## config.mk

```make
export PLATFORM = sky130hd
export DESIGN_NAME = ysyx_25040101_wbu
export DESIGN_NICKNAME = d
export VERILOG_FILES = /design/src/rtl/ysyx_25040101_wbu.sv
export SDC_FILE = /design/constraint.sdc
export NUM_CORES = 1
export LEC_CHECK = 0
export BUFFER_PORTS_ARGS = -buffer_cell sky130_fd_sc_hd__buf_2
export CORE_ASPECT_RATIO = 1.75
export CORE_MARGIN = 2
export CORE_UTILIZATION = 38
export CTS_BUF_LIST = sky130_fd_sc_hd__clkbuf_4 sky130_fd_sc_hd__clkbuf_8
export CTS_CLUSTER_DIAMETER = 40
export CTS_CLUSTER_SIZE = 30
export DETAILED_ROUTE_END_ITERATION = 10
export PLACE_DENSITY_LB_ADDON = 0.25
export RECOVER_POWER = 100
export SYNTH_ARGS = -nofsm -noshare
export SYNTH_HDL_FRONTEND = slang
export SYNTH_SLANG_ARGS = --single-unit
```

## constraint.sdc

```tcl
create_clock -name clk -period 1.9 [get_ports clk]
set_input_delay 0.095 -clock clk [delete_from_list [all_inputs] [get_ports clk]]
set_output_delay 0.095 -clock clk [all_outputs]
set_load 0.01 [all_outputs]
```

## src/rtl/ysyx_25040101_wbu.sv

```systemverilog
// ysyx_25040101_wbu -- write-back unit of the ysyx_25040101 multi-cycle core.
//
// Accepts one retiring instruction from EXU (valid/ready). For loads it waits for
// the LSU read response and extends the data. It then writes the register file for
// one cycle and pulses a commit strobe to the IFU.
//
// Ports:
//   clk, rst_n                 clock, synchronous active-low reset
//   exu_valid_i / exu_ready_o  EXU handshake (ready only in IDLE)
//   wb_sel_i                   0 ALU, 1 load, 2 PC+4, 3 CSR, 4..7 no write-back
//   alu_result_i, pc_i, csr_rdata_i, rd_addr_i, rd_wen_i   instruction payload
//   load_type_i, addr_lo_i     load width/sign and byte offset
//   lsu_rvalid_i / lsu_rready_o, lsu_rdata_i, lsu_rerr_i   LSU read response
//   rf_wen_o, rf_waddr_o, rf_wdata_o   register-file write port
//   commit_o, load_err_o       retire strobe and faulted-load strobe
module ysyx_25040101_wbu (
  input  logic        clk,
  input  logic        rst_n,
  input  logic        exu_valid_i,
  output logic        exu_ready_o,
  input  logic [2:0]  wb_sel_i,
  input  logic [31:0] alu_result_i,
  input  logic [31:0] pc_i,
  input  logic [31:0] csr_rdata_i,
  input  logic [4:0]  rd_addr_i,
  input  logic        rd_wen_i,
  input  logic [2:0]  load_type_i,
  input  logic [1:0]  addr_lo_i,
  input  logic        lsu_rvalid_i,
  output logic        lsu_rready_o,
  input  logic [31:0] lsu_rdata_i,
  input  logic        lsu_rerr_i,
  output logic        rf_wen_o,
  output logic [4:0]  rf_waddr_o,
  output logic [31:0] rf_wdata_o,
  output logic        commit_o,
  output logic        load_err_o
);

  typedef enum logic [1:0] {StIdle, StWaitLd, StCommit} state_e;

  state_e      state_q, state_d;
  logic [4:0]  waddr_q, waddr_d;
  logic [31:0] wdata_q, wdata_d;
  logic        wen_q, wen_d;
  logic        nowb_q, nowb_d;
  logic        err_q, err_d;
  logic [2:0]  ltype_q, ltype_d;
  logic [1:0]  alo_q, alo_d;

  logic [7:0]  ld_byte;
  logic [15:0] ld_half;
  logic [31:0] ld_ext;
  logic [31:0] wb_val;

  // Load extension uses the latched type/offset and the live response word.
  always_comb begin
    ld_byte = 8'h00;
    case (alo_q)
      2'd0:    ld_byte = lsu_rdata_i[7:0];
      2'd1:    ld_byte = lsu_rdata_i[15:8];
      2'd2:    ld_byte = lsu_rdata_i[23:16];
      default: ld_byte = lsu_rdata_i[31:24];
    endcase
    // Bit 0 of the offset is ignored for halfwords; alignment is checked upstream.
    ld_half = alo_q[1] ? lsu_rdata_i[31:16] : lsu_rdata_i[15:0];
    ld_ext  = lsu_rdata_i;
    case (ltype_q)
      3'd0:    ld_ext = {{24{ld_byte[7]}}, ld_byte};
      3'd1:    ld_ext = {{16{ld_half[15]}}, ld_half};
      3'd4:    ld_ext = {24'h000000, ld_byte};
      3'd5:    ld_ext = {16'h0000, ld_half};
      default: ld_ext = lsu_rdata_i;
    endcase
  end

  // Non-load write-back value, computed at accept time.
  always_comb begin
    wb_val = alu_result_i;
    case (wb_sel_i)
      3'd2:    wb_val = pc_i + 32'd4;
      3'd3:    wb_val = csr_rdata_i;
      default: wb_val = alu_result_i;
    endcase
  end

  always_comb begin
    state_d = state_q;
    waddr_d = waddr_q;
    wdata_d = wdata_q;
    wen_d   = wen_q;
    nowb_d  = nowb_q;
    err_d   = err_q;
    ltype_d = ltype_q;
    alo_d   = alo_q;
    case (state_q)
      StIdle: begin
        if (exu_valid_i) begin
          waddr_d = rd_addr_i;
          wen_d   = rd_wen_i;
          nowb_d  = (wb_sel_i >= 3'd4);
          err_d   = 1'b0;
          ltype_d = load_type_i;
          alo_d   = addr_lo_i;
          if (wb_sel_i == 3'd1) begin
            state_d = StWaitLd;
          end else begin
            wdata_d = wb_val;
            state_d = StCommit;
          end
        end
      end
      StWaitLd: begin
        if (lsu_rvalid_i) begin
          wdata_d = ld_ext;
          err_d   = lsu_rerr_i;
          state_d = StCommit;
        end
      end
      StCommit: state_d = StIdle;
      default:  state_d = StIdle;
    endcase
  end

  always_ff @(posedge clk) begin
    if (!rst_n) begin
      state_q <= StIdle;
      waddr_q <= 5'd0;
      wdata_q <= 32'd0;
      wen_q   <= 1'b0;
      nowb_q  <= 1'b0;
      err_q   <= 1'b0;
      ltype_q <= 3'd0;
      alo_q   <= 2'd0;
    end else begin
      state_q <= state_d;
      waddr_q <= waddr_d;
      wdata_q <= wdata_d;
      wen_q   <= wen_d;
      nowb_q  <= nowb_d;
      err_q   <= err_d;
      ltype_q <= ltype_d;
      alo_q   <= alo_d;
    end
  end

  // All handshake/strobe outputs decode registered state only.
  assign exu_ready_o  = (state_q == StIdle);
  assign lsu_rready_o = (state_q == StWaitLd);
  assign commit_o     = (state_q == StCommit);
  assign load_err_o   = commit_o & err_q;
  assign rf_wen_o     = commit_o & wen_q & (waddr_q != 5'd0) & ~nowb_q & ~err_q;
  assign rf_waddr_o   = waddr_q;
  assign rf_wdata_o   = wdata_q;

endmodule

```

==> reports/summary.txt, run 1 <==
post-synth cell types: 53
die area: 10,600 µm²
Die Span X: 78.9 µm
commonest non-fill, non-tap cell in the layout: buf_2
Post-Syn Nets: 672
largest net degree at the start of global routing: 23
H-tree Lvls: 2
Syn Inst Count: 524
Vias/cell: 5.70
Final ANT Viol Nets: 0
# diodes: 0
Top FF cell, synth: dfxtp_1
Max Freq: 531 MHz
sequential area share after synthesis: 25.2%
pwr dens: 527 nW/µm²
Placed Instance Area: 4900 µm²
hold-critical path depth: 3
status: complete, no violations
final-stage net count: 861
global route overflow: 0
yosys warns: 0
CTS root buf: clkbuf_8
crit path DAT: 2100 ps
Non-Filler Cell Area, Final: 4950 µm²
Setup Viol. Count Final: 0
CP peak stage delay: 510 ps
unrepaired setup endpoints after global routing: true
# DRC: 0
Leakage: 2.10 nW
crit path kind: reg -> reg
max-cap viol count: 0
CP startpoint kind: register
Tcrit/Tclk final: 99.0%
clock-pin slew on the worst setup and hold paths: 90 ps
TritonCTS buffer count: 5
Critical-path top delay cell: mux4_2
Area Overhead vs Synth: 32.9%
crit path capture type: register
clock latency on the worst-skew pair: 310 ps
Ports: 189
Worst Hold Class: in -> reg
asr flop ratio synth: 0%
first-pass GRT wire length: 23,400 µm
GRT Util Overall: 28.3%
1st-iter DRT viols: 286
routed vias: 4,761
Avg WL per Cell: 18.5 µm
endpoints failing hold: 0
Post-Synthesis Cell Area: 3730 µm²
share of cells above drive strength 1: 29.9%
initial antenna violation count: 0
detailed placement HPWL: 12,800 µm
initial core utilization: 39.1%
max-slew violations: 0
CP cell instances: mux4_2, and4_4, a211o_4, a21o_1, nand3_1, nand2_1
clock skew: 7.35 ps
Worst EP required: 2120 ps
Post-Syn Area per Cell: 7.11 µm²
Port-buffer cells: 188
Rel. slew slack: 71.6%
buffer depth of the longest clock path: 2
final WL: 15,500 µm
Post-synth EDFFs: 0
vias in the first global route: 4,721
FP Rows: 47
commonest non-fill, non-tap cells in the layout: buf_2, nand2_1, nand3_1
Max IR drop VDD: 348 µV
First-pass DRT Iterations: 5
GPL Wtd Cong: 0.988
die height: 135 µm
Worst Tran Pin Value: 415 ps
Period minus WS final: 1880 ps
CTS tree: done
# clock sinks: 47
Synth Register Bits: 47
worst-path fanout max: 16
Core Util, Final: 52.0%
R2R depth: 6
core area: 9530 µm²
==> stage by stage <==
step	hold WS (ps)	power, mW	TNS, ps	cells	setup slack, ps
2_1_floorplan	232	1.58	0	524	13.2
3_3_place_gp	349	2.00	0	828	19.7
3_5_place_dp	353	2.01	-178	828	-47.9
4_1_cts	29.3	2.63	-0.518	835	-0.518
5_1_grt	43.3	2.74	-88.5	835	-47.6
6_report	30.1	2.61	0	835	18.1
==> cell families after synthesis <==
| family | after synthesis | share of synthesized area, % |
|---|---|---|
| simple gates | 232 | 31.4 |
| compound gates | 152 | 26.5 |
| buf+inv | 52 | 6.21 |
| flops | 47 | 25.2 |
| xor+xnor | 26 | 6.11 |
| mux | 14 | 4.23 |
| fa+ha+maj | 1 | 0.336 |
==> where the power goes <==
part / leakage [nW] / switching, mW / internal (mW)
combinational: 1.67 / 0.497 / 0.361
clock: 0.0470 / 0.343 / 0.286
sequential: 0.388 / 0.0603 / 1.06
==> timing repair <==
item	4_1_cts	5_1_grt
pin swaps	1	2
hold buffers	0	0
hold endpoints to repair	0	0
setup buffers	0	1
resized for setup	6	1
setup endpoints to repair	11	7
==> layer usage <==
layer  GRT usage [%]  share of wire [%]  vias up
met1            30.4                 36     2171
met5               0                  0        -
met4            16.3                6.0        0
li1                -                  -     2286
met3            2.81                5.6       59
met2            52.7                 53      245
==> sequential cells by signal (all words and copies together), names as in the netlist <==
name / count
state_q: 2
wen_q: 1
rf_waddr_o: 5
err_q: 1
alo_q: 2
ltype_q: 3
nowb_q: 1
rf_wdata_o: 32
==> critical path: cells and delay by family (launching register included) <==
family | cells | cell delay (ps)
AOI/OAI and AO/OA | 2 | 570
DFF | 1 | 360
muxes | 1 | 510
and+or+nand+nor | 3 | 340
==> cell type report <==
type	count	area [µm²]
timing repair buffer	223	1150
clock inverter	1	5.00
multi-input combinational	425	2570
fill	1057	4570
tap	122	153
sequential	47	946
clock buffer	6	82.6
inverter	11	41.3
==> synth_stat cells (2+ instances only) <==
cell type | n | area, µm²
nand2_1 | 80 | 300
nor2_1 | 21 | 78.8
nor3b_1 | 3 | 22.5
nand3b_1 | 4 | 30.0
nor2b_1 | 10 | 62.6
or3_1 | 2 | 12.5
o211ai_1 | 10 | 75.1
nand3_1 | 49 | 245
a21boi_0 | 14 | 105
buf_6 | 4 | 45.0
nor4_1 | 7 | 43.8
inv_1 | 10 | 37.5
buf_2 | 5 | 25.0
and3_1 | 6 | 37.5
a211oi_1 | 4 | 30.0
and2_1 | 7 | 43.8
and4_1 | 5 | 43.8
o221ai_1 | 5 | 43.8
xor2_1 | 14 | 123
nand4_1 | 9 | 56.3
a31oi_1 | 7 | 43.8
nor3_1 | 17 | 85.1
mux2_2 | 4 | 45.0
nand2b_1 | 6 | 37.5
o31ai_1 | 5 | 37.5
o21ai_0 | 33 | 165
mux2i_1 | 9 | 90.1
xnor2_1 | 12 | 105
or4_1 | 2 | 15.0
a221o_1 | 2 | 20.0
a22oi_1 | 5 | 37.5
a21o_1 | 2 | 15.0
buf_1 | 3 | 11.3
a21oi_1 | 48 | 240
a211oi_2 | 5 | 62.6
dfxtp_1 | 47 | 941
clkbuf_1 | 29 | 109
a32o_1 | 4 | 40.0
==> path summary, 6_finish.rpt <==
kind / startpoint / to / slack (ps)
setup reg to reg: alo_q[1]$_SDFFE_PN0P_ / rf_wdata_o[17]$_SDFFE_PN0P_ / 20
setup / recovery: alo_q[1]$_SDFFE_PN0P_ / rf_wdata_o[17]$_SDFFE_PN0P_ / 20
hold reg to reg: rf_wdata_o[31]$_SDFFE_PN0P_ / rf_wdata_o[31]$_SDFFE_PN0P_ / 460
hold / removal: rd_addr_i[2] / rf_waddr_o[2]$_SDFFE_PN0P_ / 30
Note: power is estimated with default switching activity, not from simulation.
==> run 2, diff against run 1 <==
Settings changed: CORE_UTILIZATION 38 to 43.
==> reports/summary.txt, run 2 (synthesis gave the netlist of run 1 again) <==
final WL: 15,100 µm (was 15,500 µm)
Critical Path Stages: 6 (unchanged)
die area: 9460 µm² (was 10,600 µm²)
max-cap viol count: 0 (unchanged)
Ports: 189 (unchanged)
share of cells above drive strength 1: 30.1% (was 29.9%)
clock latency on the worst-skew pair: 310 ps (about the same)
pwr dens: 551 nW/µm² (was 527 nW/µm²)
global route overflow: 0 (unchanged)
CP cell instances: nand2b_1, clkbuf_2, nand3_1, a21oi_1, a2111oi_2, a21o_1 (was mux4_2, and4_4, a211o_4, a21o_1, nand3_1, nand2_1)
Avg WL per Cell: 18.1 µm (was 18.5 µm)
unrepaired setup endpoints after global routing: true (unchanged)
met3 GRT Util: 3.63% (was 2.81%)
DP Cell Count: 827 (was 828)
total power: 2.77 mW (was 2.61 mW)
CP Launch Point: state_q[1]$_SDFFE_PN0P_ (was alo_q[1]$_SDFFE_PN0P_)
Period minus WS final: 1950 ps (was 1880 ps)
# clock sinks: 47 (unchanged)
core area: 8560 µm² (was 9530 µm²)
Hold WS: 20.6 ps (was 30.1 ps)
max-slew violations: 0 (unchanged)
crit path capture type: register (unchanged)
endpoints failing hold: 0 (unchanged)
Critical-path top delay cell: dfxtp_1 (was mux4_2)
1st-iter DRT viols: 412 (was 286)
Port-buffer cells: 188 (unchanged)
setup slack, reg-to-reg: -50 ps (was 20 ps)
initial antenna violation count: 0 (unchanged)
busiest grt layer: met2 (unchanged)
Setup Fix Bufs, Post-CTS: 0 (unchanged)
r2r startpoint: state_q[1]$_SDFFE_PN0P_ (was alo_q[1]$_SDFFE_PN0P_)
area of the multi-input gates: 2590 µm² (was 2570 µm²)
met1 Usage GRT: 34.3% (was 30.4%)
Max IR drop VDD: 333 µV (was 348 µV)
largest net degree at the start of global routing: 39 (was 23)
Leakage: 2.12 nW (was 2.10 nW)
crit path kind: reg -> reg (unchanged)
CTS root buf: clkbuf_8 (unchanged)
detailed placement HPWL: 12,400 µm (was 12,800 µm)
failing checks: negative setup slack
Setup Viol. Count Final: 3 (was 0)
GPL Wtd Cong: 1.01 (was 0.988)
die height: 127 µm (was 135 µm)
first-pass GRT wire length: 22,700 µm (was 23,400 µm)
critical path's top delay family: compound AO/OA/AOI/OAI gates (unchanged)
worst path bufs/invs: 1 (was 0)
First-pass DRT Iterations: 5 (unchanged)
Largest register FFs: 32 (unchanged)
crit path DAT: 2160 ps (was 2100 ps)
FF/Latch Area: 945 µm² (was 946 µm²)
setup_tns: -77.9 ps (was 0 ps)
# DRC: 0 (unchanged)
Area Overhead vs Synth: 34.7% (was 32.9%)
vias in the first global route: 4,598 (was 4,721)
Worst Tran Pin Value: 457 ps (was 415 ps)
Worst EP required: 2110 ps (was 2120 ps)
commonest non-fill, non-tap cells in the layout: buf_2, nand2_1, nand3_1 (unchanged)
Tcrit/Tclk final: 102% (was 99.0%)
# diodes: 0 (unchanged)
Fill cells: 894 (was 1,057)
status: finished with violations (was complete, no violations)
Worst Hold Class: in -> reg (unchanged)
clock skew: 6.85 ps (was 7.35 ps)
final-stage net count: 865 (was 861)
Rel. slew slack: 69.2% (was 71.6%)
FP Rows: 45 (was 47)
Die Span X: 74.4 µm (was 78.9 µm)
routed vias: 4,743 (was 4,761)
Core Util, Final: 58.7% (was 52.0%)
# hold bufs at CTS: 0 (unchanged)
FF-to-FF End: rf_wdata_o[11]$_SDFFE_PN0P_ (was rf_wdata_o[17]$_SDFFE_PN0P_)
TritonCTS buffer count: 5 (unchanged)
fin cells: 835 (unchanged)
clock-pin slew on the worst setup and hold paths: 90 ps (about the same)
initial core utilization: 43.6% (was 39.1%)
Worst Setup EP: rf_wdata_o[11]$_SDFFE_PN0P_ (was rf_wdata_o[17]$_SDFFE_PN0P_)
met2 Use GR: 58.2% (was 52.7%)
R2R depth: 6 (unchanged)
Vias/cell: 5.68 (was 5.70)
worst-path fanout max: 15 (was 16)
H-tree Lvls: 2 (unchanged)
final worst slack: -47.0 ps (was 18.1 ps)
buffer depth of the longest clock path: 2 (unchanged)
Max Freq: 514 MHz (was 531 MHz)
CP peak stage delay: 500 ps (was 510 ps)
CTS tree: done (unchanged)
CP startpoint kind: register (unchanged)
Final ANT Viol Nets: 0 (unchanged)
commonest non-fill, non-tap cell in the layout: buf_2 (unchanged)
GRT Util Overall: 31.5% (was 28.3%)
run 2: changes by cell type in the layout (fill, tap and decap cells not counted), sizes merged:
| cell | change |
|---|---|
| buf | -1 |
| bufinv | +1 |
| clkbuf | +5 |
run 2: cell type report:
class	instances	share of cell area, %
clock buffers	6	1.64
well taps	117	2.91
multi-input cells	425	51.6
flip-flops and latches	47	18.8
clock inverters	2	0.698
repair buffers	227	23.5
inverters	11	0.822
run 2: repair_timing:
action,in CTS,in global routing
pin swaps,1,2
gates resized for setup,3,10
endpoints found under the setup margin,6,19
run 2: worst register-to-register path, cell delays in order (launching register included):
cell and delay [ps]:
dfxtp_1 500, nand2b_1 280, clkbuf_2 380, nand3_1 180, a21oi_1 260, a2111oi_2 90
a21o_1 170
run 2: power by group:
group	internal [mW]	switching [mW]
Clock	0.426	0.353
Combinational	0.369	0.500
Sequential	1.06	0.0593
Total	1.86	0.912
run 2: routing by layer:
| metal | share of wire (%) | vias up |
|---|---|---|
| met3 | 6.3 | 44 |
| met5 | 0 | - |
| met4 | 4.5 | 0 |
| li1 | - | 2294 |
| met1 | 35 | 2173 |
| met2 | 54 | 232 |
run 2: how the worst min path moves through the flow:
stage | startpoint | cells after the start | slack (ps) | endpoint
6_report | rd_addr_i[0] | 3 | 20 | rf_waddr_o[0]$_SDFFE_PN0P_
3_3_place_gp | rd_addr_i[1] | 3 | 350 | rf_waddr_o[1]$_SDFFE_PN0P_
2_1_floorplan | addr_lo_i[1] | 2 | 230 | alo_q[1]$_SDFFE_PN0P_
5_1_grt | rd_addr_i[1] | 3 | 20 | rf_waddr_o[1]$_SDFFE_PN0P_
4_1_cts | rd_addr_i[4] | 3 | 20 | rf_waddr_o[4]$_SDFFE_PN0P_
3_5_place_dp | rd_addr_i[4] | 3 | 350 | rf_waddr_o[4]$_SDFFE_PN0P_
run 2: metrics by stage:
step	worst slack (ps)	cell area, µm²
6_report	-47.0	5020
5_1_grt	-91.1	5020
3_3_place_gp	39.8	4930
3_5_place_dp	-14.4	4930
4_1_cts	-2.50	5060
2_1_floorplan	13.2	3730
==> run 3, diff against run 2 <==
Settings changed: REMOVE_ABC_BUFFERS set to 1.
==> reports/summary.txt, run 3 (synthesis gave the netlist of run 1 again) <==
status: complete, no violations (was finished with violations)
Worst EP required: 2120 ps (was 2110 ps)
crit path capture type: register (unchanged)
largest net degree at the start of global routing: 29 (was 39)
buffer depth of the longest clock path: 2 (unchanged)
initial antenna violation count: 0 (unchanged)
Critical-path top delay cell: mux4_2 (was dfxtp_1)
Clock power frac: 23.9% (was 28.1%)
commonest non-fill, non-tap cell in the layout: buf_2 (unchanged)
Core Util, Final: 59.0% (was 58.7%)
Critical Path Stages: 6 (unchanged)
clock skew: 2.88 ps (was 6.85 ps)
Die Span X: 74.4 µm (unchanged)
Hold WS: 21.3 ps (was 20.6 ps)
CP startpoint kind: register (unchanged)
GRT Util Overall: 31.8% (was 31.5%)
CTS root buf: clkbuf_8 (unchanged)
Comb pwr share: 33.7% (was 31.4%)
R2R depth: 6 (unchanged)
pwr dens: 524 nW/µm² (was 551 nW/µm²)
# diodes: 0 (unchanged)
# DRC: 0 (unchanged)
die area: 9460 µm² (unchanged)
Placed Instance Area: 4950 µm² (was 4930 µm²)
Non-Filler Cell Area, Final: 5050 µm² (was 5020 µm²)
detailed placement HPWL: 12,300 µm (was 12,400 µm)
crit path DAT: 2090 ps (was 2160 ps)
die height: 127 µm (unchanged)
initial core utilization: 43.6% (unchanged)
unrepaired setup endpoints after global routing: true (unchanged)
final-stage net count: 866 (was 865)
first-pass GRT wire length: 22,800 µm (was 22,700 µm)
Worst Tran Pin Value: 496 ps (was 457 ps)
Psw: 0.913 mW (was 0.912 mW)
final worst slack: 32.2 ps (was -47.0 ps)
critical path's top delay family: compound AO/OA/AOI/OAI gates (unchanged)
Vias/cell: 5.72 (was 5.68)
Period minus WS final: 1870 ps (was 1950 ps)
crit path kind: reg -> reg (unchanged)
GPL Wtd Cong: 1.01 (about the same)
clock latency on the worst-skew pair: 310 ps (about the same)
Max IR drop VDD: 308 µV (was 333 µV)
Avg WL per Cell: 18.1 µm (about the same)
Max Freq: 535 MHz (was 514 MHz)
CTS tree: done (unchanged)
setup_tns: 0 ps (was -77.9 ps)
clock-pin slew on the worst setup and hold paths: 90 ps (about the same)
endpoints failing hold: 0 (unchanged)
# clock sinks: 47 (unchanged)
share of cells above drive strength 1: 31.2% (was 30.1%)
vias in the first global route: 4,481 (was 4,598)
CP peak stage delay: 520 ps (was 500 ps)
internal cell power: 1.73 mW (was 1.86 mW)
Port-buffer cells: 188 (unchanged)
Largest register FFs: 32 (unchanged)
Worst Hold Class: in -> reg (unchanged)
FP Rows: 45 (unchanged)
TritonCTS buffer count: 5 (unchanged)
routed vias: 4,780 (was 4,743)
max-cap viol count: 0 (unchanged)
switching share of total power: 34.5% (was 32.9%)
CP cell instances: mux4_2, and4_4, a211o_4, a21o_1, nand3_1, nand2_1 (was nand2b_1, clkbuf_2, nand3_1, a21oi_1, a2111oi_2, a21o_1)
final WL: 15,100 µm (about the same)
Leakage: 2.14 nW (was 2.12 nW)
core area: 8560 µm² (unchanged)
max-slew violations: 0 (unchanged)
worst-path fanout max: 16 (was 15)
Final ANT Viol Nets: 0 (unchanged)
Rel. slew slack: 66.8% (was 69.2%)
worst path bufs/invs: 0 (was 1)
First-pass DRT Iterations: 5 (unchanged)
pre-CTS WS: -55.0 ps (was -14.4 ps)
hold-critical path depth: 3 (unchanged)
Setup Viol. Count Final: 0 (was 3)
Ports: 189 (unchanged)
Area Overhead vs Synth: 35.5% (was 34.7%)
Fill cells: 869 (was 894)
1st-iter DRT viols: 278 (was 412)
Tcrit/Tclk final: 98.3% (was 102%)
Seq pwr share: 42.4% (was 40.5%)
# hold bufs at CTS: 0 (unchanged)
commonest non-fill, non-tap cells in the layout: buf_2, nand2_1, nand3_1 (unchanged)
H-tree Lvls: 2 (unchanged)
global route overflow: 0 (unchanged)
-- run 3: changes by cell type in the layout (fill, tap and decap cells not counted), moves of 2 or more --
cell      before  now
dfxtp_2        0    3
dfxtp_1       46   44
clkbuf_1      44   41
mux2i_1        9    7
buf_12         1    3
-- run 3: path summary, 6_finish.rpt --
kind / start / end / slack (ps)
max: alo_q[1]$_SDFFE_PN0P_ / rf_wdata_o[17]$_SDFFE_PN0P_ / 30
min: load_type_i[2] / ltype_q[2]$_SDFFE_PN0P_ / 20
max reg2reg: alo_q[1]$_SDFFE_PN0P_ / rf_wdata_o[17]$_SDFFE_PN0P_ / 30
min reg2reg: nowb_q$_SDFFE_PN0P_ / nowb_q$_SDFFE_PN0P_ / 470
-- run 3: power groups by stage --
| stage | registers, mW | clock network, mW | logic (mW) |
|---|---|---|---|
| 4_1_cts | 1.12 | 0.642 | 0.889 |
| 5_1_grt | 1.13 | 0.681 | 0.970 |
| 3_5_place_dp | 1.14 | 0 | 0.883 |
| 6_report | 1.12 | 0.633 | 0.892 |
| 3_3_place_gp | 1.14 | 0 | 0.871 |
| 2_1_floorplan | 1.17 | 0 | 0.353 |
-- run 3: timing repair --
item	4_1_cts	5_1_grt
resized for setup	3	14
setup endpoints to repair	21	19
setup buffers	1	1
pin swaps	1	8
-- run 3: layout make-up --
class | count | area (µm²) | share of cell area (%)
Tap cell | 117 | 146 | 2.90
Inverter | 11 | 45.0 | 0.892
Sequential cell | 47 | 945 | 18.7
Timing Repair Buffer | 228 | 1220 | 24.2
Clock inverter | 1 | 5.00 | 0.0991
Multi-Input combinational cell | 425 | 2610 | 51.6
Clock buffer | 6 | 82.6 | 1.64
-- run 3: worst register-to-register path: stages, from the launching register on --
cell	delay [ps]
dfxtp_2	360
mux4_2	520
and4_4	220
a211o_4	380
a21o_1	190
nand3_1	70
nand2_1	50
-- run 3: metrics by stage --
stage               std cells  power, mW
floorplan                 483       1.53
global placement          826       2.01
detailed placement        826       2.02
CTS                       834       2.65
global route              835       2.78
finish                    835       2.65
-- run 3: routing by layer --
layer / global-route usage (%) / routed length [µm] / vias to the layer above
li1: - / - / 2289
met1: 34.1 / 5340 / 2231
met2: 56.0 / 8020 / 209
met3: 4.81 / 886 / 51
met4: 20.0 / 900 / 0
met5: 0 / 0 / -
